[src/rtl/rf_ctl_pkg.sv]
// Shared widths and FSM encoding for the register-file write-port scheduler.
package rf_ctl_pkg;
  localparam int REG_ADDR_W = 5;
  localparam int DATA_W     = 32;
  localparam int NUM_REGS   = 32;

  typedef logic [REG_ADDR_W-1:0] reg_addr_t;
  typedef logic [DATA_W-1:0]     reg_data_t;
  typedef logic [NUM_REGS-1:0]   reg_mask_t;

  localparam logic [0:0] ST_NORMAL = 1'b0;
  localparam logic [0:0] ST_HOLD   = 1'b1;
endpackage

[src/rtl/rf_wb_scheduler_if.sv]
// Bundle of writeback, long-unit, decode and register-file signals around the scheduler.
interface rf_wb_scheduler_if;
  import rf_ctl_pkg::*;

  logic      P_WE;
  reg_addr_t P_ADDR;
  reg_data_t P_DATA;
  logic      L_VALID;
  reg_addr_t L_ADDR;
  reg_data_t L_DATA;
  logic      L_READY;
  logic      ISSUE;
  reg_addr_t ISSUE_ADDR;
  reg_addr_t DEC_RS;
  reg_addr_t DEC_RT;
  reg_addr_t DEC_RD;
  logic      DEC_RD_WE;
  logic      STALL;
  logic      P_HOLD;
  logic      WE;
  reg_addr_t WR_ADDR;
  reg_data_t W_DATA;
  reg_mask_t BUSY;

  modport master (
    output P_WE, P_ADDR, P_DATA, L_VALID, L_ADDR, L_DATA,
    output ISSUE, ISSUE_ADDR, DEC_RS, DEC_RT, DEC_RD, DEC_RD_WE,
    input  L_READY, STALL, P_HOLD, WE, WR_ADDR, W_DATA, BUSY
  );

  modport slave (
    input  P_WE, P_ADDR, P_DATA, L_VALID, L_ADDR, L_DATA,
    input  ISSUE, ISSUE_ADDR, DEC_RS, DEC_RT, DEC_RD, DEC_RD_WE,
    output L_READY, STALL, P_HOLD, WE, WR_ADDR, W_DATA, BUSY
  );
endinterface

[src/rtl/rf_scoreboard.sv]
// Busy bits for long ops in flight plus the decode hazard check.
// RF_WB_BYPASS_EN: a register retiring this cycle no longer stalls decode.
module rf_scoreboard
  import rf_ctl_pkg::*;
(
  input  logic      clk,
  input  logic      rst_n,
  input  logic      issue,
  input  reg_addr_t issue_addr,
  input  logic      l_hs,
  input  reg_addr_t l_addr,
  input  reg_addr_t dec_rs,
  input  reg_addr_t dec_rt,
  input  reg_addr_t dec_rd,
  input  logic      dec_rd_we,
  output reg_mask_t busy,
  output logic      stall
);
  reg_mask_t busy_q, busy_d;
  reg_mask_t clr_mask, set_mask, eff_busy;

  always_comb begin
    clr_mask = '0;
    set_mask = '0;
    if (l_hs) clr_mask[l_addr] = 1'b1;
    if (issue && (issue_addr != '0)) set_mask[issue_addr] = 1'b1;
    // Set is applied after clear so a same-cycle reissue keeps the bit.
    busy_d    = (busy_q & ~clr_mask) | set_mask;
    busy_d[0] = 1'b0;
  end

  always_ff @(posedge clk) begin
    if (!rst_n) busy_q <= '0;
    else        busy_q <= busy_d;
  end

`ifdef RF_WB_BYPASS_EN
  assign eff_busy = busy_q & ~clr_mask;
`else
  assign eff_busy = busy_q;
`endif

  assign stall = eff_busy[dec_rs] | eff_busy[dec_rt] | (dec_rd_we & eff_busy[dec_rd]);
  assign busy  = busy_q;
endmodule

[src/rtl/rf_wb_scheduler.sv]
// Register-file write-port arbiter: pipeline writeback first, long unit protected from starvation.
// Optional RF_WB_BYPASS_EN (in rf_scoreboard) releases decode in the long op's retire cycle.
module rf_wb_scheduler
  import rf_ctl_pkg::*;
#(
  parameter int STARVE_LIMIT = 4,
  parameter int CNT_W        = 4
) (
  input  logic              CLK,
  input  logic              RESET_N,
  rf_wb_scheduler_if.slave  bus
);
  localparam logic [CNT_W-1:0] LIMIT_M1 = CNT_W'(STARVE_LIMIT - 1);

  logic [0:0]       state_q, state_d;
  logic [CNT_W-1:0] cnt_q, cnt_d;
  logic             we, l_ready, l_hs;
  reg_addr_t        wr_addr;
  reg_data_t        w_data;
  reg_mask_t        busy;
  logic             stall;

  always_comb begin
    state_d = ST_NORMAL;
    cnt_d   = '0;
    we      = 1'b0;
    l_ready = 1'b0;
    wr_addr = bus.P_ADDR;
    w_data  = bus.P_DATA;
    if (state_q == ST_HOLD) begin
      // Pipeline is frozen this cycle; the long unit owns the port.
      we      = bus.L_VALID;
      l_ready = bus.L_VALID;
      wr_addr = bus.L_ADDR;
      w_data  = bus.L_DATA;
    end else begin
      if (bus.P_WE) begin
        we = 1'b1;
      end else if (bus.L_VALID) begin
        we      = 1'b1;
        l_ready = 1'b1;
        wr_addr = bus.L_ADDR;
        w_data  = bus.L_DATA;
      end
      if (bus.L_VALID && bus.P_WE) begin
        if (cnt_q == LIMIT_M1) state_d = ST_HOLD;
        else                   cnt_d   = cnt_q + 1'b1;
      end
    end
    if (!RESET_N) begin
      we      = 1'b0;
      l_ready = 1'b0;
    end
  end

  always_ff @(posedge CLK) begin
    if (!RESET_N) begin
      state_q <= ST_NORMAL;
      cnt_q   <= '0;
    end else begin
      state_q <= state_d;
      cnt_q   <= cnt_d;
    end
  end

  assign l_hs = bus.L_VALID && l_ready;

  rf_scoreboard u_sb (
    .clk        (CLK),
    .rst_n      (RESET_N),
    .issue      (bus.ISSUE),
    .issue_addr (bus.ISSUE_ADDR),
    .l_hs       (l_hs),
    .l_addr     (bus.L_ADDR),
    .dec_rs     (bus.DEC_RS),
    .dec_rt     (bus.DEC_RT),
    .dec_rd     (bus.DEC_RD),
    .dec_rd_we  (bus.DEC_RD_WE),
    .busy       (busy),
    .stall      (stall)
  );

  assign bus.WE      = we;
  assign bus.WR_ADDR = wr_addr;
  assign bus.W_DATA  = w_data;
  assign bus.L_READY = l_ready;
  assign bus.P_HOLD  = (state_q == ST_HOLD);
  assign bus.BUSY    = busy;
  assign bus.STALL   = stall;
endmodule

[src/flat_wrapper.sv]
// flat-port wrapper written by rule: the top's interface ports become plain ports
module rf_wb_scheduler_flat import rf_ctl_pkg::*;
#(
  parameter int STARVE_LIMIT = 4,
  parameter int CNT_W        = 4
)
  (CLK, RESET_N, bus_P_WE, bus_P_ADDR, bus_P_DATA, bus_L_VALID, bus_L_ADDR, bus_L_DATA, bus_ISSUE, bus_ISSUE_ADDR, bus_DEC_RS, bus_DEC_RT, bus_DEC_RD, bus_DEC_RD_WE, bus_L_READY, bus_STALL, bus_P_HOLD, bus_WE, bus_WR_ADDR, bus_W_DATA, bus_BUSY);
  rf_wb_scheduler_if bus_i ();
  input  logic CLK;
  input  logic RESET_N;
  input wire logic [$bits(bus_i.P_WE)-1:0] bus_P_WE;
  input wire logic [$bits(bus_i.P_ADDR)-1:0] bus_P_ADDR;
  input wire logic [$bits(bus_i.P_DATA)-1:0] bus_P_DATA;
  input wire logic [$bits(bus_i.L_VALID)-1:0] bus_L_VALID;
  input wire logic [$bits(bus_i.L_ADDR)-1:0] bus_L_ADDR;
  input wire logic [$bits(bus_i.L_DATA)-1:0] bus_L_DATA;
  input wire logic [$bits(bus_i.ISSUE)-1:0] bus_ISSUE;
  input wire logic [$bits(bus_i.ISSUE_ADDR)-1:0] bus_ISSUE_ADDR;
  input wire logic [$bits(bus_i.DEC_RS)-1:0] bus_DEC_RS;
  input wire logic [$bits(bus_i.DEC_RT)-1:0] bus_DEC_RT;
  input wire logic [$bits(bus_i.DEC_RD)-1:0] bus_DEC_RD;
  input wire logic [$bits(bus_i.DEC_RD_WE)-1:0] bus_DEC_RD_WE;
  output wire logic [$bits(bus_i.L_READY)-1:0] bus_L_READY;
  output wire logic [$bits(bus_i.STALL)-1:0] bus_STALL;
  output wire logic [$bits(bus_i.P_HOLD)-1:0] bus_P_HOLD;
  output wire logic [$bits(bus_i.WE)-1:0] bus_WE;
  output wire logic [$bits(bus_i.WR_ADDR)-1:0] bus_WR_ADDR;
  output wire logic [$bits(bus_i.W_DATA)-1:0] bus_W_DATA;
  output wire logic [$bits(bus_i.BUSY)-1:0] bus_BUSY;
  assign bus_i.P_WE = bus_P_WE;
  assign bus_i.P_ADDR = bus_P_ADDR;
  assign bus_i.P_DATA = bus_P_DATA;
  assign bus_i.L_VALID = bus_L_VALID;
  assign bus_i.L_ADDR = bus_L_ADDR;
  assign bus_i.L_DATA = bus_L_DATA;
  assign bus_i.ISSUE = bus_ISSUE;
  assign bus_i.ISSUE_ADDR = bus_ISSUE_ADDR;
  assign bus_i.DEC_RS = bus_DEC_RS;
  assign bus_i.DEC_RT = bus_DEC_RT;
  assign bus_i.DEC_RD = bus_DEC_RD;
  assign bus_i.DEC_RD_WE = bus_DEC_RD_WE;
  assign bus_L_READY = bus_i.L_READY;
  assign bus_STALL = bus_i.STALL;
  assign bus_P_HOLD = bus_i.P_HOLD;
  assign bus_WE = bus_i.WE;
  assign bus_WR_ADDR = bus_i.WR_ADDR;
  assign bus_W_DATA = bus_i.W_DATA;
  assign bus_BUSY = bus_i.BUSY;
  rf_wb_scheduler #(.STARVE_LIMIT(STARVE_LIMIT), .CNT_W(CNT_W)) u_core (.CLK(CLK), .RESET_N(RESET_N), .bus(bus_i));
endmodule
[config.mk]
export PLATFORM = sky130hd
export DESIGN_NAME = rf_wb_scheduler_flat
export DESIGN_NICKNAME = d
export VERILOG_FILES = /design/src/rtl/rf_ctl_pkg.sv /design/src/rtl/rf_wb_scheduler_if.sv /design/src/rtl/rf_scoreboard.sv /design/src/rtl/rf_wb_scheduler.sv /design/src/flat_wrapper.sv
export SDC_FILE = /design/constraint.sdc
export NUM_CORES = 1
export LEC_CHECK = 0
export BUFFER_PORTS_ARGS = -buffer_cell sky130_fd_sc_hd__buf_2
export CAP_MARGIN = 20
export CORE_MARGIN = 1
export CORE_UTILIZATION = 41
export CTS_BUF_LIST = sky130_fd_sc_hd__clkbuf_8
export CTS_CLUSTER_DIAMETER = 50
export CTS_CLUSTER_SIZE = 30
export DETAILED_ROUTE_END_ITERATION = 10
export HOLD_SLACK_MARGIN = 0.15
export PLACE_DENSITY = 0.78
export SETUP_SLACK_MARGIN = 0.1
export SYNTH_ARGS = -nofsm -noshare
export SYNTH_HDL_FRONTEND = slang
export SYNTH_SLANG_ARGS = --single-unit
[constraint.sdc]
create_clock -name CLK -period 1.3 [get_ports CLK]
set_input_delay 0.065 -clock CLK [delete_from_list [all_inputs] [get_ports CLK]]
set_output_delay 0.065 -clock CLK [all_outputs]
set_load 0.02 [all_outputs]
==> results.yml <==
timing:
  worst_hold_slack_ns: 0.194
  fmax_ghz: 0.526
  hold_violations: 0
  finalMaxSlewViolations: 0
  finalSetupViolations: 68
  rsz0062_at_grt: "yes"
  period_share: 1.46
  fin_skew_ns: 0.00552
  period_needed_ns: 1.90
  relSlewSlack: 0.669
  layout_setup_ws_ns: -0.602
  tightest_slew_ns: 0.490
cts:
  clkSlewWorstSetupHoldPaths_ns: 0.07
  cts_tree: "yes"
  cts_root_buf: "clkbuf_8"
  htree_levels: 2
  clock-sinks: 36
  cts_max_path_buffers: 2
  cts_buffers: 5
  clkLatencyLatePin_ns: 0.29
synthesis:
  synth_seq_cells: 36
  syn_area_mm2: 0.00288
  synth_seq_area_share: 0.251
  syn_inst: 307
  syn_nets: 408
  synthFlopType: "dfxtp_1"
  synth_cell_type_count: 46
  yosys.area.top_type: "dfxtp_1"
  synth_edf_count: 0
  yosys-top-cells-area: "dfxtp_1 (25%), mux2_2 (15%), mux4_2 (13%), a21boi_0 (8.1%), nand2_1 (6.1%)"
  avgSynthCellArea_um2: 9.37
  synth_warnings: 0
  synthArstFlopShare: 0
  synth_top_area_frac: 0.251
drt:
  routed_wl_mm: 12.0
  drtIter0Drc: 322
  vias_per_cell: 5.63
  ant_nets: 0
  vias: 3578
  wl_per_cell_um: 18.8
  drc: 0
  dr.pass1.iters: 5
finish:
  num-nets-final: 639
  final_cell_mix: "buf_2 (131), buf_4 (52), buf_6 (50), nand2_1 (46), mux2_4 (37)"
  seq_area_um2: 751
  n_antenna_cell: 0
  final_core_util: 0.767
  area_delta_synth_final_pct: 81.1
  final_common_cell: "buf_2"
  drive_gt1_frac: 0.677
  multi_input_area_mm2: 0.00237
  final_design_area_no_fill_mm2: 0.00521
  instances_no_fill: 635
  fillerInstances: 437
worst_setup_path:
  slowest_stage: "mux4_2"
  slowest_delay_ns: 0.46
  ff2ff_setup_slack_ns: -0.24
  startpoint_type: "flop"
  r2r_end: "u_core.u_sb.busy[12]"
  crit_start: "u_core.u_sb.busy[19]"
  required_ns: 1.24
  crit_fanout: 5
  worst_setup_path_end_kind: "output pin"
  reg2reg_from: "u_core.bus.P_HOLD"
  path_class: "flop to output pin"
  path_cells: "mux4_2, mux2i_1, o22ai_1, nor3_2, nand3_4, buf_6"
  critical_path_arrival_ns: 1.84
  reg2reg_depth: 7
global_routing:
  grt_pass1_wl_mm: 17.2
  grt.overflow.total: 0
  grt_pass1_vias: 3482
  antenna_found_initial: 0
  grt_use_total: 0.304
  grt_max_degree: 34
floorplan:
  io-pin-count: 173
  dieArea_mm2: 0.00735
  start_util: 0.423
  coreArea_mm2: 0.00679
  die_h_um: 85.8
  rows: 30
  dieWidth_um: 85.8
placed_design:
  dp_hpwl_mm: 8.21
  dpl.cell_count: 606
  post_dp_cell_area_mm2: 0.00434
  io_buffers: 171
  place.gp.congestion: 0.916
power:
  p_per_area_mw_per_mm2: 619
  power.total_mw: 3.22
  p_leak_nw: 2.48
  irDropWorstVdd_uv: 438
job:
  drv_cap: 0
outcome:
  violations: "setup timing"
  status: "finished with violations"
min_path:
  whs_path_depth: 4
  worstHoldStart: "bus_ISSUE_ADDR[2]"
  holdPathEnd: "u_core.u_sb.busy[27]"
  min_path_type: "primary input to flop"
state kept, by name (all words and copies together), names as in the netlist:
| signal | cells |
|---|---|
| u_core.bus.P_HOLD | 1 |
| u_core.cnt_q | 4 |
| u_core.u_sb.busy | 31 |
metal layers:
layer  vias to the layer above  part of all wire  global-route usage
met5                         -                 0                   0
met4                         0             0.025               0.117
met3                        35             0.079              0.0616
met2                       221              0.53               0.551
met1                      1711              0.37               0.352
li1                       1611                 -                   -
how the worst max path moves through the flow:
stage	end	slack, ns	depth (start not counted)
after floorplan	bus_STALL	-0.15	5
after global placement	bus_STALL	-0.29	6
after detailed placement	bus_STALL	-0.29	6
after CTS	bus_STALL	-0.61	6
after global routing	bus_STALL	-0.68	6
final	bus_STALL	-0.60	6
critical path: cells and delay by family, from the launching register on:
family,cells,cell delay (ns)
AND/OR/NAND/NOR,2,0.34
AO/OA/AOI/OAI,1,0.11
buffers and inverters,1,0.13
multiplexers,2,0.60
flip-flops,1,0.36
stage by stage:
stage,TNS [ns],setup slack (ns)
after detailed placement,-0.852,-0.294
after global routing,-20.80,-0.683
final,-18.59,-0.602
after global placement,-0.520,-0.285
after CTS,-15.14,-0.610
after floorplan,-0.154,-0.154
cell families after synthesis:
kind of cell | count (synthesis) | synth area share
AO/OA/AOI/OAI | 72 | 0.163
XOR/XNOR | 1 | 0.00305
adder cells (fa/ha/maj) | 1 | 0.00435
buffers and inverters | 25 | 0.0492
flip-flops | 36 | 0.251
multiplexers | 68 | 0.350
other | 1 | 0.00130
AND/OR/NAND/NOR | 103 | 0.179
layout make-up:
type / count / share of cell area
clock inverters: 2 / 0.00144
clock buffers: 6 / 0.0159
well taps: 96 / 0.0231
multi-input cells: 246 / 0.454
repair buffers: 244 / 0.357
inverters: 5 / 0.00360
flip-flops and latches: 36 / 0.144
power by group:
part	total (mW)	leakage, nW	switching, mW	internal (mW)
combinational	1.27	2.13	0.581	0.688
clock	0.823	0.0538	0.406	0.417
sequential	1.13	0.300	0.0198	1.11
Yosys cell counts, types with 3 or more instances:
cell / n
a21boi_0: 31
dfxtp_1: 36
o21ai_0: 29
buf_2: 8
nand3b_1: 3
mux2_2: 38
nor2_1: 13
mux4_2: 17
mux4_1: 4
nor3_1: 4
nand2b_1: 4
nand3_1: 7
mux2i_1: 9
nand2_1: 47
clkbuf_1: 6
nor3b_1: 5
or3_1: 3
inv_1: 5
repair_timing:
item / in CTS / in global routing
pin swaps: 23 / 31
cloned: 6 / 1
buffers inserted: 8 / 6
endpoints found under the hold margin: 0 / 5
hold buffers: 0 / 1
endpoints found under the setup margin: 53 / 77
resized for setup: 87 / 112
Power figures use the tool's default switching activity.
